**src/rtl/tc_pkg.sv**
```systemverilog
// rtl/tc_pkg.sv - shared states, register offsets and CTRL field positions for timer_counter
package tc_pkg;

    typedef enum logic [1:0] {
        ST_IDLE = 2'd0,
        ST_LOAD = 2'd1,
        ST_CNT  = 2'd2,
        ST_INT  = 2'd3
    } tc_state_e;

    localparam logic [1:0] OFF_CTRL   = 2'd0;
    localparam logic [1:0] OFF_PRESET = 2'd1;
    localparam logic [1:0] OFF_COUNT  = 2'd2;

    localparam int CTRL_EN      = 0;
    localparam int CTRL_MODE_LO = 1;
    localparam int CTRL_MODE_HI = 2;
    localparam int CTRL_IM      = 3;

    localparam logic [1:0] MODE_ONESHOT    = 2'd0;
    localparam logic [1:0] MODE_AUTORELOAD = 2'd1;

endpackage

```
**src/rtl/timer_counter.sv**
```systemverilog
// rtl/timer_counter.sv - memory-mapped down-counter with maskable IRQ; auto-reload mode enabled by TC_AUTORELOAD_EN
module timer_counter
    import tc_pkg::*;
(
    input  logic        clk,
    input  logic        reset,
    input  logic [31:0] Addr,
    input  logic        WE,
    input  logic [31:0] Din,
    output logic [31:0] Dout,
    output logic        IRQ
);

    logic [3:0]  ctrl_q;
    logic [31:0] preset_q;
    logic [31:0] count_q;
    logic        irq_flag_q;
    tc_state_e   state_q;

    logic        ctrl_we;
    logic        preset_we;
    logic        reload_mode;
    logic [1:0]  mode;
    logic        unused_addr;

    assign ctrl_we   = WE && (Addr[3:2] == OFF_CTRL);
    assign preset_we = WE && (Addr[3:2] == OFF_PRESET);
    assign mode      = ctrl_q[CTRL_MODE_HI:CTRL_MODE_LO];

`ifdef TC_AUTORELOAD_EN
    assign reload_mode = (mode == MODE_AUTORELOAD);
`else
    // Mode bits are still stored and read back, but every code runs one-shot.
    assign reload_mode = 1'b0;
`endif

    // Only the word offset is decoded; the window hit is already folded into WE.
    assign unused_addr = ^{Addr[31:4], Addr[1:0], mode};

    // Counting FSM plus register file; CPU writes are placed last so they win over FSM updates.
    always_ff @(posedge clk or posedge reset) begin
        if (reset) begin
            ctrl_q     <= 4'd0;
            preset_q   <= 32'd0;
            count_q    <= 32'd0;
            irq_flag_q <= 1'b0;
            state_q    <= ST_IDLE;
        end else begin
            case (state_q)
                ST_IDLE: begin
                    if (ctrl_q[CTRL_EN]) begin
                        state_q <= ST_LOAD;
                    end
                end
                ST_LOAD: begin
                    count_q <= preset_q;
                    state_q <= ST_CNT;
                end
                ST_CNT: begin
                    if (!ctrl_q[CTRL_EN]) begin
                        state_q <= ST_IDLE;
                    end else if (count_q > 32'd1) begin
                        count_q <= count_q - 32'd1;
                    end else begin
                        // A preset of 0 or 1 lands here on the first CNT cycle, never wrapping.
                        count_q    <= 32'd0;
                        irq_flag_q <= 1'b1;
                        state_q    <= ST_INT;
                    end
                end
                ST_INT: begin
                    if (reload_mode) begin
                        irq_flag_q <= 1'b0;
                        state_q    <= ST_LOAD;
                    end else begin
                        ctrl_q[CTRL_EN] <= 1'b0;
                        state_q         <= ST_IDLE;
                    end
                end
                default: begin
                    state_q <= ST_IDLE;
                end
            endcase

            if (ctrl_we) begin
                ctrl_q     <= Din[3:0];
                irq_flag_q <= 1'b0;
            end
            if (preset_we) begin
                preset_q   <= Din;
                irq_flag_q <= 1'b0;
            end
        end
    end

    // Zero-wait-state read mux; unused offsets read as zero.
    always_comb begin
        Dout = 32'd0;
        case (Addr[3:2])
            OFF_CTRL:   Dout = {28'd0, ctrl_q};
            OFF_PRESET: Dout = preset_q;
            OFF_COUNT:  Dout = count_q;
            default:    Dout = 32'd0;
        endcase
    end

    assign IRQ = ctrl_q[CTRL_IM] & irq_flag_q;

endmodule

```
**config.mk**
```make
export PLATFORM = sky130hd
export DESIGN_NAME = timer_counter
export DESIGN_NICKNAME = d
export VERILOG_FILES = /design/src/rtl/tc_pkg.sv /design/src/rtl/timer_counter.sv
export SDC_FILE = /design/constraint.sdc
export NUM_CORES = 1
export LEC_CHECK = 0
export BUFFER_PORTS_ARGS = -buffer_cell sky130_fd_sc_hd__buf_2
export CAP_MARGIN = 25
export CORE_ASPECT_RATIO = 1.2
export CORE_MARGIN = 3
export CORE_UTILIZATION = 40
export CTS_CLUSTER_DIAMETER = 50
export DETAILED_ROUTE_END_ITERATION = 10
export PLACE_DENSITY = 0.59
export SETUP_SLACK_MARGIN = 0.1
export SYNTH_ARGS = -nofsm -noshare
export SYNTH_HDL_FRONTEND = slang
export SYNTH_SLANG_ARGS = --single-unit
```
**constraint.sdc**
```tcl
create_clock -name clk -period 5.1 [get_ports clk]
set_clock_uncertainty 0.15 [all_clocks]
set_input_delay 0.51 -clock clk [delete_from_list [all_inputs] [get_ports clk]]
set_output_delay 0.51 -clock clk [all_outputs]
set_load 0.02 [all_outputs]
```
==> results of run 1 <==
[flip-flops by register name (all words and copies together) (netlist names)]
| name | cells |
|---|---|
| irq_flag_q | 1 |
| ctrl_q | 4 |
| preset_q | 32 |
| count_q | 32 |
| state_q | 2 |
[per-layer routing]
metal | vias up | share of wire [%]
met5 | - | 0
li1 | 1604 | -
met1 | 1632 | 44
met2 | 71 | 50
met3 | 11 | 4.5
met4 | 0 | 1.3
[worst max path at each step]
| stage | startpoint | to | cells past startpoint |
|---|---|---|---|
| global route | count_q[1] | count_q[28] | 7 |
| CTS | count_q[0] | count_q[30] | 7 |
| detailed placement | count_q[0] | count_q[30] | 7 |
| finish | count_q[0] | count_q[30] | 7 |
| global placement | count_q[14] | count_q[2] | 5 |
| floorplan | Addr[3] | Dout[10] | 5 |
[stage by stage]
stage | instances | setup WS, ns
final | 570 | 2.041
after global routing | 570 | 1.925
after CTS | 570 | 2.055
after detailed placement | 554 | 2.090
after global placement | 553 | 1.991
after floorplan | 379 | 2.621
[power breakdown]
group	total, uW	internal (uW)	switching, uW
sequential	1020	754	265
clock	608	380	229
combinational	887	391	496
total	2510	1520	990
[layout make-up]
| type | count | area (sq um) |
|---|---|---|
| Timing Repair Buffer | 75 | 397.9 |
| Clock buffer | 13 | 280.3 |
| Sequential cell | 71 | 1777 |
| Fill cell | 930 | 4877 |
| Inverter | 7 | 26.28 |
| Multi-Input combinational cell | 278 | 2037 |
| Tap cell | 123 | 153.9 |
| Clock inverter | 3 | 15.01 |
[synth_stat cells, drive strengths merged, types with 2 or more instances]
cell type and number:
mux2 35, a22oi 5, clkbuf 17, nor3b 4, and3 9, or4 2
dfrtp 71, a22o 29, and2 3, o21a 2, nand4 7, mux2i 5
a21o 4, nor3 18, o221a 2, o211ai 7, nand3b 2, o311ai 9
o31ai 6, a21oi 15, nor2b 3, a221o 7, buf 6, nand2 19
nor4 5, o21ai 12, ha 2, nor2 17, inv 7, o22ai 3
a31oi 3, nand3 15, or2 2, or3 14, a211o 2, nand2b 3
[cell families after synthesis]
logic type	Yosys count	synth area share, %
flip-flops	71	45.22
buffers and inverters	30	3.121
multiplexers	40	11.31
AND/OR/NAND/NOR	123	17.26
AO/OA/AOI/OAI	113	22.45
adder cells (fa/ha/maj)	2	0.6368
==> summary.md, run 1 <==
| Metric | Value |
|---|---|
| Hold Fails Final Rpt | `0` |
| CTS tree | `done` |
| Hold_buf cts | `0` |
| CP max stage cell | `nor3b_1` |
| Normalized max-slew margin | `~47%` |
| H-tree level count | `3` |
| Syn Nets | `448` |
| Post-synthesis sequential area ratio | `between 40 and 50%` |
| Slew @ Worst Pin | `just under 0.8 ns` |
| Crit. End Element | `flip-flop` |
| Power density over cell area | `about 540 nW/um^2` |
| Die area | `between 10000 and 15000 sq um` |
| Yosys top cell by area | `dfrtp_1` |
| GRT met2 Usage | `33.38%` |
| Drt first pass iters | `5` |
| Global-route wire length before repair | `~17000 um` |
| Status | `complete, no violations` |
| Yosys cell types | `52` |
| CP startpoint kind | `flip-flop` |
| ANT cells | `0` |
| RR Endpoint | `count_q[30]` |
| Post-detailed-route count of antenna-violating nets | `0` |
| DP Area | `roughly 4400 sq um` |
| Most frequent cells in the layout | `dfrtp_1, buf_2, mux2_2, a22o_1, nand2_1` |
| FFs w/ async S/R, synth | `100.0%` |
| Cell count after synthesis | `~380` |
| Max_cap viols | `0` |
| GRT Overall Usage | `between 20% and 30%` |
| WP data required | `~5.2 ns` |
| Top_reg_cell synth | `dfrtp_1` |
| Clock tree sinks | `slightly above 70` |
| Core area | `9564 sq um` |
| Worst Path Max Fanout | `9` |
| Nets | `approximately 510` |
| Reg2reg setup slack | `~2.0 ns` |
| Clk slew on worst S/H paths | `~0.060 ns` |
| Initial core utilization | `~40%` |
| Layout cells sized above 1 | `a little under a third` |
| CTS resizes | `0` |
| Yosys reg bits | `between 70 and 80` |
| Final Slew Violations | `0` |
| Post-layout utilization of the core | `approximately half` |
| Worst-skew pair later-pin latency | `~0.33 ns` |
| Via Count | `between 3000 and 4000` |
| RSZ-0062 raised after global routing | `no` |
| Crit Path Class | `flip-flop to flip-flop` |
| WP data arrival | `roughly 3.1 ns` |
| Top cell type's share of synthesized area | `between 40% and 50%` |
| Grt total ovfl | `0` |
| Mapped Area | `about 3900 sq um` |
| Crit path largest cell delay | `~0.56 ns` |
| Port Buffers | `69` |
| Worst hold path type | `input pin to async pin` |
| CP Cell Sequence | `inv_1 > ha_1 > nor3b_1 > nand4_1 > or2_1 > o221a_1 > a221o_1` |
| WL per Instance | `about 18 um` |
| Fin crit period | `approximately 3 ns` |
| Floorplan die height | `about 110 um` |
| YS warnings | `0` |
| Largest net degree at the start of global routing | `39` |
| Power consumption | `between 2000 and 3000 uW` |
| Post-route DRC | `0` |
| # rows | `39` |
| Clock buffer count from CTS | `9` |
| Final setup fails | `0` |
| R2r worst-path depth | `7` |
| Lkg Pwr | `0.002036 uW` |
| Reg2Reg Launch Point | `count_q[0]` |
| Placer congestion estimate | `about 0.84` |
| Area grow syn2layout | `19.30%` |
| Post-synth EDFFs | `0` |
| Die width | `just under 100 um` |
| Clk buf depth | `2` |
| Crit path max-delay family | `simple AND/OR/NAND/NOR gates` |
| Synth area leaders | `dfrtp_1, mux2_2, a22o_1` |
| Finished Cell Area | `4687 sq um` |
| Number of global-route vias before repair | `between 3000 and 4000` |
| CP bufs+invs | `1` |
| Grt met1 use | `between 20 and 30%` |
| Final period util | `~60%` |
| FMAX | `approximately 0.33 GHz` |
| Antenna violations before repair | `0` |
| Hpwl dp | `just over 7000 um` |
| Setup Fix Bufs, Post-CTS | `0` |
| Commonest non-fill, non-tap cell in the layout | `dfrtp_1` |
| Vias per inst | `5.821` |
| TNS Setup | `0 ns` |
| Hold Slack | `roughly 0.15 ns` |
| DR iter-0 viols | `about 140` |
| Ports | `100` |
| GRT met3 Usage | `2.893%` |
| Worst vdd ir | `~210 uV` |
| Root Buffer | `clkbuf_16` |
| Avg Synthesized Cell Area | `between 10 and 15 sq um` |
| Gr busiest metal | `met2` |
| Post-Route WL | `10360 um` |
Note: power is estimated with default switching activity, not from simulation.
==> run 2: changes to the inputs <==
Settings changed: ABC_AREA from default to 1, PLACE_DENSITY 0.59 to 0.6.
Clock period 5.1 ns to 2.7 ns, I/O delays scaled along.
==> summary.md, run 2 <==
| Metric | Value |
|---|---|
| Mapped Area | `4453 sq um (was 3929 sq um)` |
| Reg2Reg Launch Point | `count_q[13] (was count_q[0])` |
| Lkg Pwr | `0.002395 uW (was 0.002036 uW)` |
| Grt total ovfl | `0 (unchanged)` |
| Clk slew on worst S/H paths | `0.06 ns (about the same)` |
| Fin crit period | `2.127 ns (was 3.059 ns)` |
| Clock buffer count from CTS | `9 (unchanged)` |
| Final setup fails | `0 (unchanged)` |
| Drt first pass iters | `5 (unchanged)` |
| Worst Hold End | `preset_q[26]` |
| Top_reg_cell synth | `dfrtp_1 (unchanged)` |
| Hold Fails Final Rpt | `0 (unchanged)` |
| WL per Instance | `15.71 um (was 18.17 um)` |
| Regs by FF count | `count_q (32), preset_q (32), ctrl_q (4) (unchanged)` |
| CTS tree | `done (unchanged)` |
| Synth area leaders | `dfrtp_1, nand2_1, nor2_1 (was dfrtp_1, mux2_2, a22o_1)` |
| RR Endpoint | `count_q[8] (was count_q[30])` |
| CTS resizes | `0 (unchanged)` |
| WP data required | `2.77 ns (was 5.16 ns)` |
| Max_cap viols | `0 (unchanged)` |
| Post-detailed-route count of antenna-violating nets | `0 (unchanged)` |
| Power density over cell area | `962.9 nW/um^2 (was 536.5 nW/um^2)` |
| Top cells by count, synth | `nand2_1, nor2_1, dfrtp_1 (was dfrtp_1, mux2_2, a22o_1)` |
| Yosys cell types | `27 (was 52)` |
| Crit Path Class | `flip-flop to flip-flop (unchanged)` |
| Top cell type's share of synthesized area | `39.90% (was 45.22%)` |
| Post-synthesis sequential area ratio | `39.90% (was 45.22%)` |
| Final period util | `78.77% (was 59.97%)` |
| Core area | `10670 sq um (was 9564 sq um)` |
| Crit path largest cell delay | `0.42 ns (was 0.56 ns)` |
| Via Count | `4051 (was 3318)` |
| Crit. End Element | `flip-flop (unchanged)` |
| Commonest non-fill, non-tap cell in the layout | `nor2_1 (was dfrtp_1)` |
| Yosys reg bits | `71 (unchanged)` |
| Post-route DRC | `0 (unchanged)` |
| Setup Fix Bufs, Post-CTS | `0 (unchanged)` |
| Clk buf depth | `2 (unchanged)` |
| # rows | `41 (was 39)` |
| Floorplan die height | `121.6 um (was 114.6 um)` |
| Worst Path Max Fanout | `26 (was 9)` |
| Status | `complete, no violations (unchanged)` |
| Die area | `12440 sq um (was 11050 sq um)` |
| FFs w/ async S/R, synth | `100.0% (unchanged)` |
| CP startpoint kind | `flip-flop (unchanged)` |
| Syn Nets | `654 (was 448)` |
| CP Cell Sequence | `nor2_1 > nand2_1 > nor2_2 > nand3_1 > nor2_2 > nor2_4 > buf_12 > o21ai_0 > a21oi_1 (was inv_1 > ha_1 > nor3b_1 > nand4_1 > or2_1 > o221a_1 > a221o_1)` |
| Clock tree sinks | `71 (unchanged)` |
| CP max stage cell | `dfrtp_1 (was nor3b_1)` |
| Port Buffers | `69 (unchanged)` |
| Post-Route WL | `12350 um (was 10360 um)` |
| Normalized max-slew margin | `57.63% (was 47.07%)` |
| Global-route wire length before repair | `20280 um (was 17340 um)` |
| RSZ-0062 raised after global routing | `no (unchanged)` |
| DR iter-0 viols | `189 (was 137)` |
| Hpwl dp | `9095 um (was 7229 um)` |
| YS warnings | `0 (unchanged)` |
| Cell count after synthesis | `585 (was 379)` |
| Area grow syn2layout | `17.56% (was 19.30%)` |
| Post-layout utilization of the core | `49.06% (was 49.01%)` |
| HP Start | `Din[26]` |
| Initial core utilization | `41.73% (was 41.08%)` |
| Hold_buf cts | `1 (was 0)` |
| Final worst slack | `0.5731 ns (was 2.041 ns)` |
| Worst hold path type | `input pin to flip-flop (was input pin to async pin)` |
| Worst vdd ir | `409.3 uV (was 205.4 uV)` |
| Most frequent cells in the layout | `nor2_1, nand2_1, dfrtp_1, buf_2, inv_1 (was dfrtp_1, buf_2, mux2_2, a22o_1, nand2_1)` |
| H-tree level count | `3 (unchanged)` |
| Worst-skew pair later-pin latency | `0.34 ns (was 0.33 ns)` |
| Antenna violations before repair | `0 (unchanged)` |
| Vias per inst | `5.154 (was 5.821)` |
| Final Slew Violations | `0 (unchanged)` |
| Ports | `100 (unchanged)` |
| Top cell by count, worst path | `nor2_2` |
| WP data arrival | `2.20 ns (was 3.12 ns)` |
| R2r worst-path depth | `9 (was 7)` |
| Root Buffer | `clkbuf_16 (unchanged)` |
| Number of global-route vias before repair | `3973 (was 3362)` |
| GRT Overall Usage | `21.11% (was 20.36%)` |
| Nets | `724 (was 511)` |
| FMAX | `0.4702 GHz (was 0.3269 GHz)` |
| Slew @ Worst Pin | `0.6346 ns (was 0.7892 ns)` |
| TNS Setup | `0 ns (unchanged)` |
| Placer congestion estimate | `0.9387 (was 0.8368)` |
| ANT cells | `0 (unchanged)` |
| Reg2reg setup slack | `0.57 ns (was 2.04 ns)` |
| Die width | `102.3 um (was 96.47 um)` |
| Worst Hold Depth | `2` |
| Largest net degree at the start of global routing | `47 (was 39)` |
| Worst slack, placed | `0.2037 ns (was 2.090 ns)` |
| Avg Synthesized Cell Area | `7.612 sq um (was 10.37 sq um)` |
| Layout cells sized above 1 | `26.94% (was 30.87%)` |
| Yosys top cell by area | `dfrtp_1 (unchanged)` |
| Post-synth EDFFs | `0 (unchanged)` |
==> run 2: cell types whose count changed after synthesis, sizes merged, moves of 29 or more <==
cell | previous run | this run
a21oi | 15 | 76
a22o | 29 | 0
inv | 7 | 64
nand2 | 19 | 110
nor2 | 17 | 116
o21ai | 12 | 42
==> run 2: layout make-up <==
class	instances	area (sq um)
inverters	64	240.2
clock inverters	1	5.005
fillers	1109	5435
repair buffers	82	478.0
multi-input cells	427	2307
flip-flops and latches	71	1777
clock buffers	12	266.5
well taps	129	161.4
==> run 2: worst max-delay path: cells and delay by family, from the launching register on <==
kind	cells	cell delay, ns
AO/OA/AOI/OAI	2	0.17
buffers and inverters	1	0.19
flip-flops	1	0.42
AND/OR/NAND/NOR	6	1.05
==> run 2: kinds of logic after synthesis <==
family          Yosys count  share of synthesized area, %
flops                    71                         39.90
fa+ha+maj                 2                        0.5619
simple gates            270                         27.65
mux                      17                         4.299
compound gates          131                         17.87
buf+inv                  87                         8.345
xor+xnor                  7                         1.377
==> run 2: through the flow <==
stage | cell area [sq um] | std cells | hold WS, ns | power (uW)
6_report | 5235 | 786 | 0.005447 | 5041
4_1_cts | 5215 | 785 | 0.0008053 | 5062
5_1_grt | 5235 | 786 | 0.008468 | 5420
2_1_floorplan | 4453 | 585 | 0.2677 | 3355
3_3_place_gp | 4918 | 770 | 0.2239 | 3847
3_5_place_dp | 4933 | 771 | 0.2388 | 3931
==> run 2: routing by layer <==
metal  GRT usage [%]  part of all wire (%)
met5               0                     0
met4           8.368                   1.7
met3           2.921                   4.3
met2           35.16                    50
met1           27.52                    44
==> run 2: power breakdown <==
part           internal, uW  switching (uW)  total, uW
combinational           765            1350       2110
sequential             1420             395       1810
clock                   680             434       1110
total                  2860            2180       5040
==> run 2: worst max-delay path by stage <==
| stage | start | to | slack (ns) | depth (start not counted) |
|---|---|---|---|---|
| 2_1_floorplan | reset | count_q[0] | 0.48 | 1 |
| 3_3_place_gp | count_q[1] | count_q[11] | 0.24 | 9 |
| 3_5_place_dp | count_q[1] | count_q[11] | 0.20 | 9 |
| 4_1_cts | count_q[1] | count_q[11] | 0.18 | 9 |
| 5_1_grt | count_q[10] | count_q[4] | 0.42 | 9 |
| 6_report | count_q[13] | count_q[8] | 0.57 | 9 |
==> run 3: changes to the inputs <==
Clock period 2.7 ns to 1.92 ns, I/O delays scaled along.
==> summary.md, run 3 (synthesis results as in run 2) <==
| Metric | Value |
|---|---|
| Nets | `834 (was 724)` |
| Crit path largest cell delay | `0.39 ns (was 0.42 ns)` |
| Port Buffers | `69 (unchanged)` |
| Worst-skew pair later-pin latency | `0.34 ns (about the same)` |
| Hold Fails Final Rpt | `0 (unchanged)` |
| CP Depth | `11 (was 9)` |
| Die width | `102.3 um (unchanged)` |
| Slew @ Worst Pin | `0.4448 ns (was 0.6346 ns)` |
| Reg2reg setup slack | `0.08 ns (was 0.57 ns)` |
| Post-Route WL | `14410 um (was 12350 um)` |
| Worst vdd ir | `583.9 uV (was 409.3 uV)` |
| Post-route DRC | `0 (unchanged)` |
| Commonest non-fill, non-tap cell in the layout | `nand2_1 (was nor2_1)` |
| Drt first pass iters | `5 (unchanged)` |
| RR Endpoint | `count_q[13] (was count_q[8])` |
| Status | `complete, no violations (unchanged)` |
| Root Buffer | `clkbuf_16 (unchanged)` |
| Worst hold path type | `input pin to flip-flop (unchanged)` |
| Register area | `1777 sq um (unchanged)` |
| Max_cap viols | `0 (unchanged)` |
| CP startpoint kind | `flip-flop (unchanged)` |
| Core area | `10670 sq um (unchanged)` |
| Power density over cell area | `1283 nW/um^2 (was 962.9 nW/um^2)` |
| DP Area | `5405 sq um (was 4933 sq um)` |
| Area grow syn2layout | `44.79% (was 17.56%)` |
| Final Slew Violations | `0 (unchanged)` |
| Die area | `12440 sq um (unchanged)` |
| Finished Cell Area | `6447 sq um (was 5235 sq um)` |
| Largest net degree at the start of global routing | `47 (unchanged)` |
| Grt total ovfl | `0 (unchanged)` |
| Fin crit period | `1.838 ns (was 2.127 ns)` |
| Most frequent cells in the layout | `nand2_1, nor2_1, buf_4, dfrtp_1, buf_2 (was nor2_1, nand2_1, dfrtp_1, buf_2, inv_1)` |
| R2r worst-path depth | `11 (was 9)` |
| CP endpoint | `count_q[13] (was count_q[8])` |
| H-tree level count | `3 (unchanged)` |
| ANT cells | `0 (unchanged)` |
| DR iter-0 viols | `231 (was 189)` |
| Final setup fails | `0 (unchanged)` |
| Clock tree sinks | `71 (unchanged)` |
| Clk slew on worst S/H paths | `0.06 ns (about the same)` |
| Antenna violations before repair | `0 (unchanged)` |
| Power consumption | `8270 uW (was 5041 uW)` |
| Via Count | `4523 (was 4051)` |
| Crit. End Element | `flip-flop (unchanged)` |
| Clk buf depth | `2 (unchanged)` |
| CP bufs+invs | `3 (was 1)` |
| Footprint of the multi-input gates | `2517 sq um (was 2307 sq um)` |
| Initial core utilization | `41.73% (unchanged)` |
| # rows | `41 (unchanged)` |
| WP data arrival | `1.91 ns (was 2.20 ns)` |
| CP Cell Sequence | `inv_2 > ha_1 > nand2_1 > nor2_2 > nor2_4 > nor2_4 > buf_12 > nor2_4 > buf_6 > o21ai_4 > a21oi_2 (was nor2_1 > nand2_1 > nor2_2 > nand3_1 > nor2_2 > nor2_4 > buf_12 > o21ai_0 > a21oi_1)` |
| WP data required | `1.99 ns (was 2.77 ns)` |
| Worst Path Max Fanout | `4 (was 26)` |
| CP max stage cell | `dfrtp_1 (unchanged)` |
| Floorplan die height | `121.6 um (unchanged)` |
| Normalized max-slew margin | `70.31% (was 57.63%)` |
| FMAX | `0.5442 GHz (was 0.4702 GHz)` |
| GRT Overall Usage | `23.96% (was 21.11%)` |
| Reg2Reg Launch Point | `count_q[1] (was count_q[13])` |
| CTS tree | `done (unchanged)` |
| Critical Path Start | `count_q[1] (was count_q[13])` |
| Regs by FF count | `count_q (32), preset_q (32), ctrl_q (4) (unchanged)` |
| Post-layout utilization of the core | `60.42% (was 49.06%)` |
| Number of global-route vias before repair | `4605 (was 3973)` |
| Hpwl dp | `9760 um (was 9095 um)` |
| Ports | `100 (unchanged)` |
| Top cell by count, worst path | `nor2_4 (was nor2_2)` |
| Placer congestion estimate | `0.8747 (was 0.9387)` |
| Vias per inst | `5.031 (was 5.154)` |
| Clock buffer count from CTS | `9 (unchanged)` |
| RSZ-0062 raised after global routing | `yes (was no)` |
| Crit path max-delay family | `simple AND/OR/NAND/NOR gates (unchanged)` |
| Layout cells sized above 1 | `38.83% (was 26.94%)` |
| Post-detailed-route count of antenna-violating nets | `0 (unchanged)` |
| # fillers | `987 (was 1109)` |
| WL per Instance | `16.03 um (was 15.71 um)` |
| Crit Path Class | `flip-flop to flip-flop (unchanged)` |
| Final period util | `95.71% (was 78.77%)` |
| Global-route wire length before repair | `23020 um (was 20280 um)` |
| Lkg Pwr | `0.002971 uW (was 0.002395 uW)` |
-- run 3: how the worst min path moves through the flow --
stage / startpoint / to / slack, ns / cells after the start
4_1_cts: WE / irq_flag_q / 0.18 / 5
5_1_grt: WE / irq_flag_q / 0.22 / 5
2_1_floorplan: Din[2] / preset_q[2] / 0.19 / 2
6_report: WE / irq_flag_q / 0.18 / 5
3_5_place_dp: reset / preset_q[24] / 0.11 / 3
3_3_place_gp: reset / count_q[24] / 0.12 / 3
-- run 3: where the power goes --
group / total (uW) / switching (uW) / internal (uW)
sequential: 2380 / 382 / 1990
clock: 1570 / 656 / 910
combinational: 4330 / 2510 / 1820
total: 8270 / 3540 / 4730
-- run 3: cell type report --
class / instances / area share [%]
clock inverters: 3 / 0.2911
flip-flops and latches: 71 / 27.56
multi-input cells: 429 / 39.05
repair buffers: 190 / 22.90
inverters: 64 / 3.823
well taps: 129 / 2.503
clock buffers: 13 / 3.881
-- run 3: through the flow --
stage	std cells	setup slack, ns	hold WS [ns]	setup TNS, ns
2_1_floorplan	585	0.1331	0.1897	0
3_3_place_gp	829	-0.3855	0.1168	-9.867
3_5_place_dp	829	-0.4398	0.1128	-10.73
4_1_cts	892	0.07245	0.1760	0
5_1_grt	899	-0.004443	0.2188	-0.004443
6_report	899	0.08237	0.1827	0
-- run 3: routing by layer --
layer / share of wire (%) / routed length (um) / global-route usage, %
met1: 43 / 6222 / 30.33
met2: 51 / 7380 / 42.07
met3: 4.1 / 586 / 3.952
met4: 1.6 / 224 / 6.317
met5: 0 / 0 / 0
-- run 3: what timing repair did --
item | in CTS | in global routing
endpoints found under the setup margin | 33 | 36
gates resized for setup | 34 | 34
hold buffers | 33 | 0
pin swaps | 12 | 16
hold endpoints to repair | 107 | 0
gates cloned | 2 | 1
buffers inserted | 12 | 6
-- run 3: worst reg2reg max path, cell delays in order, from the launching register on --
cell and delay, ns:
dfrtp_1 0.39, inv_2 0.11, ha_1 0.18, nand2_1 0.07
nor2_2 0.15, nor2_4 0.05, nor2_4 0.18, buf_12 0.14
nor2_4 0.04, buf_6 0.15, o21ai_4 0.06, a21oi_2 0.06
